File: src/rtl/dac_channel_sequencer.sv
// dac_channel_sequencer
//   Multi-channel front end for the serial DAC driver. On a sweep request the
//   block snapshots the sample words, the channel-enable mask and the simul
//   flag, then issues one DAC write per enabled channel in ascending order.
//
// Ports
//   CLK, RST_N        clock (rising edge) and synchronous active-low reset
//   samples           CHANNELS packed words, channel i at [i*DATA_W +: DATA_W]
//   ch_enable         per-channel enable mask
//   start             request one sweep (only looked at in IDLE)
//   continuous        run sweeps back-to-back while high
//   simul             simultaneous-update command mode
//   dacdone           completion flag from the DAC driver
//   data/address/command  transfer payload, stable for the whole transfer
//   dactrig           transfer request to the driver
//   busy              high from LOAD until the block is back in IDLE
//   sweep_done        one-cycle pulse at the end of a complete sweep
//   timeout_err       one-cycle pulse when a sweep is aborted by timeout
//   dbg_state         current FSM state, for observation only
//
// Driver handshake: the payload is registered one cycle after TRIG entry and
// dactrig is then held high for TRIG_CYCLES cycles. The driver signals
// completion by taking dacdone high and later low; only a 1->0 transition of
// dacdone observed while in WAIT completes the transfer. Any other dacdone
// activity is ignored.
module dac_channel_sequencer #(
  parameter int CHANNELS       = 4,
  parameter int DATA_W         = 12,
  parameter int TRIG_CYCLES    = 2,
  parameter int GAP_CYCLES     = 2,
  parameter int TIMEOUT_CYCLES = 4096
) (
  input  logic                       CLK,
  input  logic                       RST_N,
  input  logic [CHANNELS*DATA_W-1:0] samples,
  input  logic [CHANNELS-1:0]        ch_enable,
  input  logic                       start,
  input  logic                       continuous,
  input  logic                       simul,
  input  logic                       dacdone,
  output logic [DATA_W-1:0]          data,
  output logic [3:0]                 address,
  output logic [3:0]                 command,
  output logic                       dactrig,
  output logic                       busy,
  output logic                       sweep_done,
  output logic                       timeout_err,
  output logic [2:0]                 dbg_state
);

  typedef enum logic [2:0] {
    S_IDLE = 3'd0,
    S_LOAD = 3'd1,
    S_TRIG = 3'd2,
    S_WAIT = 3'd3,
    S_GAP  = 3'd4,
    S_DONE = 3'd5
  } state_t;

  localparam int MAX_TG  = (TRIG_CYCLES > GAP_CYCLES) ? TRIG_CYCLES : GAP_CYCLES;
  localparam int MAX_CNT = (TIMEOUT_CYCLES > MAX_TG) ? TIMEOUT_CYCLES : MAX_TG;
  localparam int CNT_W   = $clog2(MAX_CNT + 1) + 1;

  state_t              state, state_nxt;
  logic [CNT_W-1:0]    cnt;
  logic [3:0]          cur_ch;
  logic [CHANNELS-1:0] en_sh;
  logic [DATA_W-1:0]   samp_sh [CHANNELS];
  logic                simul_sh;
  logic                dacdone_q;

  logic [3:0]          first_ch;
  logic [3:0]          next_ch;
  logic                has_higher;
  logic [DATA_W-1:0]   cur_sample;
  logic                done_fall;
  logic                abort;
  logic                advance;

  // Lowest enabled channel of the live mask; used only at the LOAD edge,
  // which is the same edge the mask is captured.
  always_comb begin
    first_ch = 4'd0;
    for (int i = CHANNELS - 1; i >= 0; i--) begin
      if (ch_enable[i]) first_ch = 4'(i);
    end
  end

  // Next higher enabled channel in the shadow mask. The search never goes
  // past CHANNELS-1, so the last enabled channel ends the sweep.
  always_comb begin
    has_higher = 1'b0;
    next_ch    = cur_ch;
    for (int i = CHANNELS - 1; i >= 0; i--) begin
      if (en_sh[i] && (4'(i) > cur_ch)) begin
        has_higher = 1'b1;
        next_ch    = 4'(i);
      end
    end
  end

  always_comb begin
    cur_sample = '0;
    for (int i = 0; i < CHANNELS; i++) begin
      if (cur_ch == 4'(i)) cur_sample = samp_sh[i];
    end
  end

  assign done_fall = dacdone_q & ~dacdone;

  always_comb begin
    state_nxt = state;
    abort     = 1'b0;
    advance   = 1'b0;
    case (state)
      S_IDLE: if ((start || continuous) && (ch_enable != '0)) state_nxt = S_LOAD;
      S_LOAD: state_nxt = S_TRIG;
      S_TRIG: if (cnt == CNT_W'(TRIG_CYCLES)) state_nxt = S_WAIT;
      S_WAIT: begin
        // Completion wins over a timeout landing on the same cycle.
        if (done_fall) begin
          if (GAP_CYCLES != 0) begin
            state_nxt = S_GAP;
          end else if (has_higher) begin
            state_nxt = S_TRIG;
            advance   = 1'b1;
          end else begin
            state_nxt = S_DONE;
          end
        end else if (cnt == CNT_W'(TIMEOUT_CYCLES - 1)) begin
          state_nxt = S_IDLE;
          abort     = 1'b1;
        end
      end
      S_GAP: begin
        if (cnt == CNT_W'(GAP_CYCLES - 1)) begin
          if (has_higher) begin
            state_nxt = S_TRIG;
            advance   = 1'b1;
          end else begin
            state_nxt = S_DONE;
          end
        end
      end
      S_DONE: begin
        if (continuous && (ch_enable != '0)) state_nxt = S_LOAD;
        else                                 state_nxt = S_IDLE;
      end
      default: state_nxt = S_IDLE;
    endcase
  end

  always_ff @(posedge CLK) begin
    if (!RST_N) begin
      state       <= S_IDLE;
      cnt         <= '0;
      cur_ch      <= 4'd0;
      en_sh       <= '0;
      simul_sh    <= 1'b0;
      dacdone_q   <= 1'b0;
      data        <= '0;
      address     <= 4'd0;
      command     <= 4'd0;
      dactrig     <= 1'b0;
      timeout_err <= 1'b0;
      for (int i = 0; i < CHANNELS; i++) samp_sh[i] <= '0;
    end else begin
      state       <= state_nxt;
      // One shared counter, restarted on every state change.
      cnt         <= (state_nxt != state) ? '0 : cnt + CNT_W'(1);
      dacdone_q   <= dacdone;
      timeout_err <= abort;
      dactrig     <= (state == S_TRIG) && (cnt < CNT_W'(TRIG_CYCLES));

      if (state == S_LOAD) begin
        en_sh    <= ch_enable;
        simul_sh <= simul;
        cur_ch   <= first_ch;
        for (int i = 0; i < CHANNELS; i++) samp_sh[i] <= samples[i*DATA_W +: DATA_W];
      end

      if (advance) cur_ch <= next_ch;

      // Payload is latched once per transfer and then held until the next one.
      if ((state == S_TRIG) && (cnt == '0)) begin
        data    <= cur_sample;
        address <= cur_ch;
        if (!simul_sh)       command <= 4'b0011;
        else if (has_higher) command <= 4'b0000;
        else                 command <= 4'b0010;
      end
    end
  end

  assign busy       = (state != S_IDLE);
  assign sweep_done = (state == S_DONE);
  assign dbg_state  = state;

endmodule

File: config.mk
export PLATFORM = sky130hd
export DESIGN_NAME = dac_channel_sequencer
export DESIGN_NICKNAME = d
export VERILOG_FILES = /design/src/rtl/dac_channel_sequencer.sv
export SDC_FILE = /design/constraint.sdc
export NUM_CORES = 1
export LEC_CHECK = 0
export BUFFER_PORTS_ARGS = -buffer_cell sky130_fd_sc_hd__buf_2
export CAP_MARGIN = 10
export CORE_MARGIN = 4
export CORE_UTILIZATION = 59
export CTS_CLUSTER_DIAMETER = 150
export DETAILED_ROUTE_END_ITERATION = 8
export GPL_TIMING_DRIVEN = 0
export PLACE_DENSITY = 0.93
export SKIP_CTS_REPAIR_TIMING = 1
export SYNTH_ARGS = -nofsm -noshare
export SYNTH_HDL_FRONTEND = slang
export SYNTH_SLANG_ARGS = --single-unit
File: constraint.sdc
create_clock -name CLK -period 5.5 [get_ports CLK]
set_clock_uncertainty 0.1 [all_clocks]
set_input_delay 1.375 -clock CLK [delete_from_list [all_inputs] [get_ports CLK]]
set_output_delay 1.375 -clock CLK [all_outputs]
set_load 0.02 [all_outputs]
==> metrics.cfg, run 1 <==
[status]
outcome = complete, no violations

[worst_setup_path]
reg2regPathDepth = 6
r2r_start = dbg_state[0]
r2r_setup_slack_ps = 2660
reg2reg_to = samp_sh[0][10]
critPathRequiredTime_ps = 4030
critPathMaxFanout = 9
crit_type = flip-flop to output pin
end_kind = output pin
crit_arrival_ps = 1440
start_kind = flip-flop

[sta]
fin_crit_ps = 2920
max-slew-margin-rel_pct = 50.50
fmax_mhz = 342.5
tightest_slew_ps = 742.5
maxSlewViolCount = 0
tns_ps = 0
finalSetupViolCount = 0
hold_viol = 0
rsz0062_at_grt = no
post-route-period-util_pct = 53.08

[synth]
netlist_area_um2 = 4289
synth-adder-area-share_pct = 1.167
synth_mux_area_share_pct = 6.768
synth-seq-cells = 90
synth-xor-area-share_pct = 2.655
yosys_warnings = 0
synth_compound_area_share_pct = 8.722
synth_cell_types = 56
synth_top_family_by_area = simple AND/OR/NAND/NOR gates
synthSimpleGateAreaFrac_pct = 21.70
ys.flop_type = edfxtp_1
synthArstFlopShare_pct = 0
synthCells = 381
synth_edf_count = 48
seq_area_frac_synth_pct = 53.21
syn_avg_cell_area_um2 = 11.26

[hold_path]
hold_path_class = flip-flop to flip-flop
worstHoldStart = data[9]
whs_path_depth = 2
holdPathEnd = data[9]

[clock_network]
htreeDepth = 3
cts_made_buffers = 9
cts_tree = built
clkSlewWorstSetupHoldPaths_ps = 100
clock_path_buffers = 2
cts_sinks = 90
clock-root-buffer = clkbuf_8
insertion_delay_ps = 360

[routing]
ant_nets = 0
drt_iter0_markers = 158
drc_errors = 0
dr.pass1.iters = 5
vias = 3451
wl_um = 10380
viasPerCell = 5.981
avgRoutedWirePerCell_um = 17.99

[floorplanning]
die_area_um2 = 8697
core_um2 = 6944
rows = 30
io_pins = 85
die_w_um = 93.26
die_h_um = 93.26
start_util_pct = 61.77

[grt]
track_usage_pct = 24.64
grt_max_degree = 26
antenna_found_initial = 0
grt_pass1_vias = 3428
grt_pass1_wl_um = 16590
gr-total-overflow = 0

[layout]
antennaDiodeCount = 0
finalNetCount = 538
fin_area_um2 = 5076
area_growth_pct = 18.35
drive_above_1_share_pct = 28.90

[placement]
portBuffers = 80
dp_hpwl_um = 7328
gp_congestion = 0.8687
dpl_cell_area_um2 = 4851

[pwr]
max-vdd-ir-drop_v = 0.0002835
p_leak_nw = 2.179
power_density_nw_per_um2 = 350.4

[flow_run]
cap_viol_max_count = 0

[power breakdown]
group | switching (W) | internal [W] | leakage (nW) | total (W)
clock network | 0.000252 | 0.000264 | 0.113 | 0.000516
registers | 0.0000362 | 0.000805 | 0.849 | 0.000841
logic | 0.000250 | 0.000172 | 1.22 | 0.000421
[cell type report]
type	count	area [µm²]
clock buffer	10	127.6
clock inverter	6	97.59
timing repair buffer	81	427.9
tap	96	120.1
buffer	34	214.0
multi-input combinational	252	1777
inverter	8	30.03
fill	446	1868
sequential	90	2282
[critical path, stage by stage (launching register included)]
cell,delay [ps]
dfxtp_1,330
clkbuf_1,290
inv_1,100
nor3_1,180
buf_2,190
[cells in the final DEF, fill, tap and decap left out, drive strengths merged, types with 3 or more instances in the layout]
cell    instances
a21boi         17
a21oi          19
and2            4
and3           49
and4            7
buf            93
clkbuf         32
conb            4
dfxtp          42
edfxtp         48
ha              4
inv            11
mux4           12
nand2          36
nand3          23
nand4           8
nor2           11
nor2b           6
nor3            3
nor4            3
o21a            3
o21ai           3
or4             4
xnor2          11
[sequential cells by signal, indices dropped and copies added, names as in the netlist]
register	count
address	2
cnt	14
command	2
cur_ch	2
dacdone_q	1
dactrig	1
data	12
dbg_state	3
en_sh	3
samp_sh	48
simul_sh	1
timeout_err	1
[Yosys cell counts, types with 2 or more instances]
master / n / area [µm²]
o21a_1: 3 / 22.52
mux2i_1: 2 / 20.02
nand2_1: 36 / 135.1
or4_1: 2 / 15.01
nand3_1: 23 / 115.1
edfxtp_1: 48 / 1441
nor2_1: 11 / 41.29
xor2_1: 2 / 17.52
nor4_1: 3 / 18.77
buf_4: 5 / 37.54
a21oi_1: 18 / 90.09
nand4_1: 7 / 43.79
nand2b_1: 2 / 12.51
xnor2_1: 11 / 96.34
clkbuf_8: 3 / 41.29
nor3_1: 2 / 10.01
clkbuf_1: 18 / 67.56
buf_6: 3 / 33.78
and3_1: 49 / 306.5
a21boi_0: 17 / 127.6
and4_1: 5 / 43.79
inv_1: 8 / 30.03
nor2b_1: 6 / 37.54
ha_1: 4 / 50.05
buf_2: 2 / 10.01
dfxtp_1: 42 / 840.8
o211a_1: 2 / 20.02
and2_1: 3 / 18.77
or2_2: 2 / 12.51
and4_2: 2 / 20.02
mux4_2: 12 / 270.3
or4_4: 2 / 22.52
o21ai_0: 3 / 15.01
[cell families (layout without fill, tap and decap cells)]
kind of cell | after synthesis | count (layout)
AOI/OAI and AO/OA | 54 | 54
adders and majority gates | 4 | 4
xor gates and xnor gates | 13 | 13
muxes | 14 | 14
and+or+nand+nor | 163 | 163
buffers and inverters | 42 | 139
other | 1 | 4
DFF | 90 | 90
[per-layer routing]
metal  part of all wire (%)  vias up  global-route usage (%)
met3                    8.1       24                   4.988
met1                     40     1669                   30.56
met2                     50      181                   42.53
met5                      0        -                       0
li1                       -     1577                       -
met4                    2.0        0                   8.913
[worst max path at each step]
stage	start	endpoint	slack (ps)	cells after the start
2_1_floorplan	RST_N	samp_sh[0][0]	2320	2
3_3_place_gp	RST_N	samp_sh[3][9]	1560	3
3_5_place_dp	RST_N	samp_sh[1][9]	2290	4
4_1_cts	dbg_state[2]	sweep_done	2570	4
5_1_grt	dbg_state[2]	sweep_done	2430	4
6_report	dbg_state[2]	sweep_done	2580	4
[per-stage QoR]
| step | setup WS, ps | power, W | hold WS, ps | utilization [%] | cells |
|---|---|---|---|---|---|
| finish | 2580 | 0.001778 | 370.2 | 73.10 | 577 |
| global route | 2427 | 0.001851 | 398.6 | 73.10 | 577 |
| CTS | 2573 | 0.001777 | 372.4 | 73.10 | 577 |
| detailed placement | 2290 | 0.001269 | 359.3 | 69.86 | 561 |
| global placement | 1561 | 0.001241 | 350.7 | 69.42 | 560 |
| floorplan | 2316 | 0.001134 | 367.2 | - | 384 |
(Power assumes the default switching activity.)
==> run 2, diff against run 1 <==
--- a/config.mk
+++ b/config.mk
@@ -8,11 +8,11 @@
 export BUFFER_PORTS_ARGS = -buffer_cell sky130_fd_sc_hd__buf_2
 export CAP_MARGIN = 10
 export CORE_MARGIN = 4
-export CORE_UTILIZATION = 59
+export CORE_UTILIZATION = 50
 export CTS_CLUSTER_DIAMETER = 150
 export DETAILED_ROUTE_END_ITERATION = 8
 export GPL_TIMING_DRIVEN = 0
-export PLACE_DENSITY = 0.93
+export PLACE_DENSITY = 0.84
 export SKIP_CTS_REPAIR_TIMING = 1
 export SYNTH_ARGS = -nofsm -noshare
 export SYNTH_HDL_FRONTEND = slang
==> constraint.sdc (replaced) <==
create_clock -name CLK -period 2.5 [get_ports CLK]
set_clock_uncertainty 0.1 [all_clocks]
set_input_delay 0.625 -clock CLK [delete_from_list [all_inputs] [get_ports CLK]]
set_output_delay 0.625 -clock CLK [all_outputs]
set_load 0.02 [all_outputs]
==> run 2 against run 1 <==
  * Cell area up 0.12%
  * Final cell count up 1.6%
  * Flip-flop and latch count unchanged
  * Non-clock buffer count down 1
  * Combinational power up 120%
  * Die area up 16%
==> metrics.cfg, run 2 (synthesis gave the netlist of run 1 again) <==
[routing]
dr.pass1.iters = 4
drt_iter0_markers = 144
drc_errors = 0
wl_met3_um = 894
route.met2.wl_um = 4929
avgRoutedWirePerCell_um = 17.44
ant_nets = 0
wl_um = 10220
top_layer_used = met4
wl_met1_um = 4185
vias = 3348
viasPerCell = 5.713

[clock_network]
clkSlewWorstSetupHoldPaths_ps = 90
clock-root-buffer = clkbuf_8
insertion_delay_ps = 370
cts_sinks = 90
cts_tree = built
cts_made_buffers = 9
clock_path_buffers = 2
htreeDepth = 3

[worst_setup_path]
crit_arrival_ps = 2540
critPathMaxFanout = 10
start_kind = flip-flop
critPathRequiredTime_ps = 2660
end_kind = flip-flop
crit_type = flip-flop to flip-flop

[floorplanning]
die_h_um = 100.6
die_w_um = 100.6
rows = 33
io_pins = 85
die_area_um2 = 10120
core_um2 = 8299
start_util_pct = 51.68

[pwr]
p_leak_nw = 2.171
max-vdd-ir-drop_v = 0.0003893
power_density_nw_per_um2 = 757.0

[layout]
fin_area_um2 = 5082
drive_above_1_share_pct = 29.52
reg_top3 = samp_sh (48), cnt (14), data (12)
largest_reg_flops = 48
antennaDiodeCount = 0
finalNetCount = 538
final_util_pct = 61.24
nFillCells = 666
layout_commonest_cell = buf_2
regMostFlops = samp_sh
area_growth_pct = 18.49
layout_common_cells = 82 x buf_2, 49 x and3_1, 48 x edfxtp_1

[placement]
dp_hpwl_um = 7134
dp_slack_ps = -379.2
portBuffers = 80
gp_congestion = 0.8767
dpl_cell_area_um2 = 4835

[grt]
gr-total-overflow = 0
grt_pass1_wl_um = 16190
antenna_found_initial = 0
grt_pass1_vias = 3336
track_usage_pct = 20.73
grt_max_degree = 49

[sta]
finalSetupViolCount = 0
maxSlewViolCount = 0
hold_viol = 0
fin_crit_ps = 2380
setup_ws_ps = 120.5
tightest_slew_ps = 864.1
timing.hold.ws_ps = 367.1
max-slew-margin-rel_pct = 42.39
post-route-period-util_pct = 95.18
fmax_mhz = 420.2
rsz0062_at_grt = no

[status]
outcome = complete, no violations

[flow_run]
cap_viol_max_count = 0

[hold_path]
hold_path_class = flip-flop to flip-flop

-- run 2: critical path, stage by stage, from the launching register on --
cell and delay (ps):
dfxtp_1 320, buf_6 130, or4_4 570, nor3_4 200, or4b_1 520, nand4_2 200
buf_8 160, a21oi_1 70
-- run 2: metal layers --
metal  vias up  track usage, %
met3        18           5.606
met1      1583           27.01
met4         0           7.772
li1       1582               -
met5         -               0
met2       165           33.11
-- run 2: final cells by class --
| cell class | count | area (µm²) | area share (%) |
|---|---|---|---|
| flip-flops and latches | 90 | 2282 | 44.90 |
| multi-input cells | 253 | 1807 | 35.55 |
| repair buffers | 80 | 400.4 | 7.878 |
| plain buffers | 34 | 214.0 | 4.210 |
| well taps | 105 | 131.4 | 2.585 |
| clock buffers | 9 | 123.9 | 2.437 |
| clock inverters | 7 | 93.84 | 1.846 |
| inverters | 8 | 30.03 | 0.5908 |
-- run 2: through the flow --
step                      std cells  setup TNS, ps  total power [W]
after CTS                       585         -18920         0.003837
after floorplan                 384              0         0.002493
after global placement          569         -15890         0.002745
final                           586              0         0.003848
after global routing            586              0         0.003996
after detailed placement        569         -18110         0.002782
-- run 2: worst paths after layout --
kind                 start  endpoint  slack (ps)  cells after the start
setup / recovery    cnt[4]    cnt[5]         120                      7
hold / removal    data[11]  data[11]         370                      2
setup reg to reg    cnt[4]    cnt[5]         120                      7
hold reg to reg   data[11]  data[11]         370                      2
-- run 2: where the power goes --
part | internal, W | total [W] | switching [W]
Combinational | 0.000374 | 0.000923 | 0.000549
Clock | 0.000491 | 0.00108 | 0.000587
Sequential | 0.00177 | 0.00185 | 0.0000760
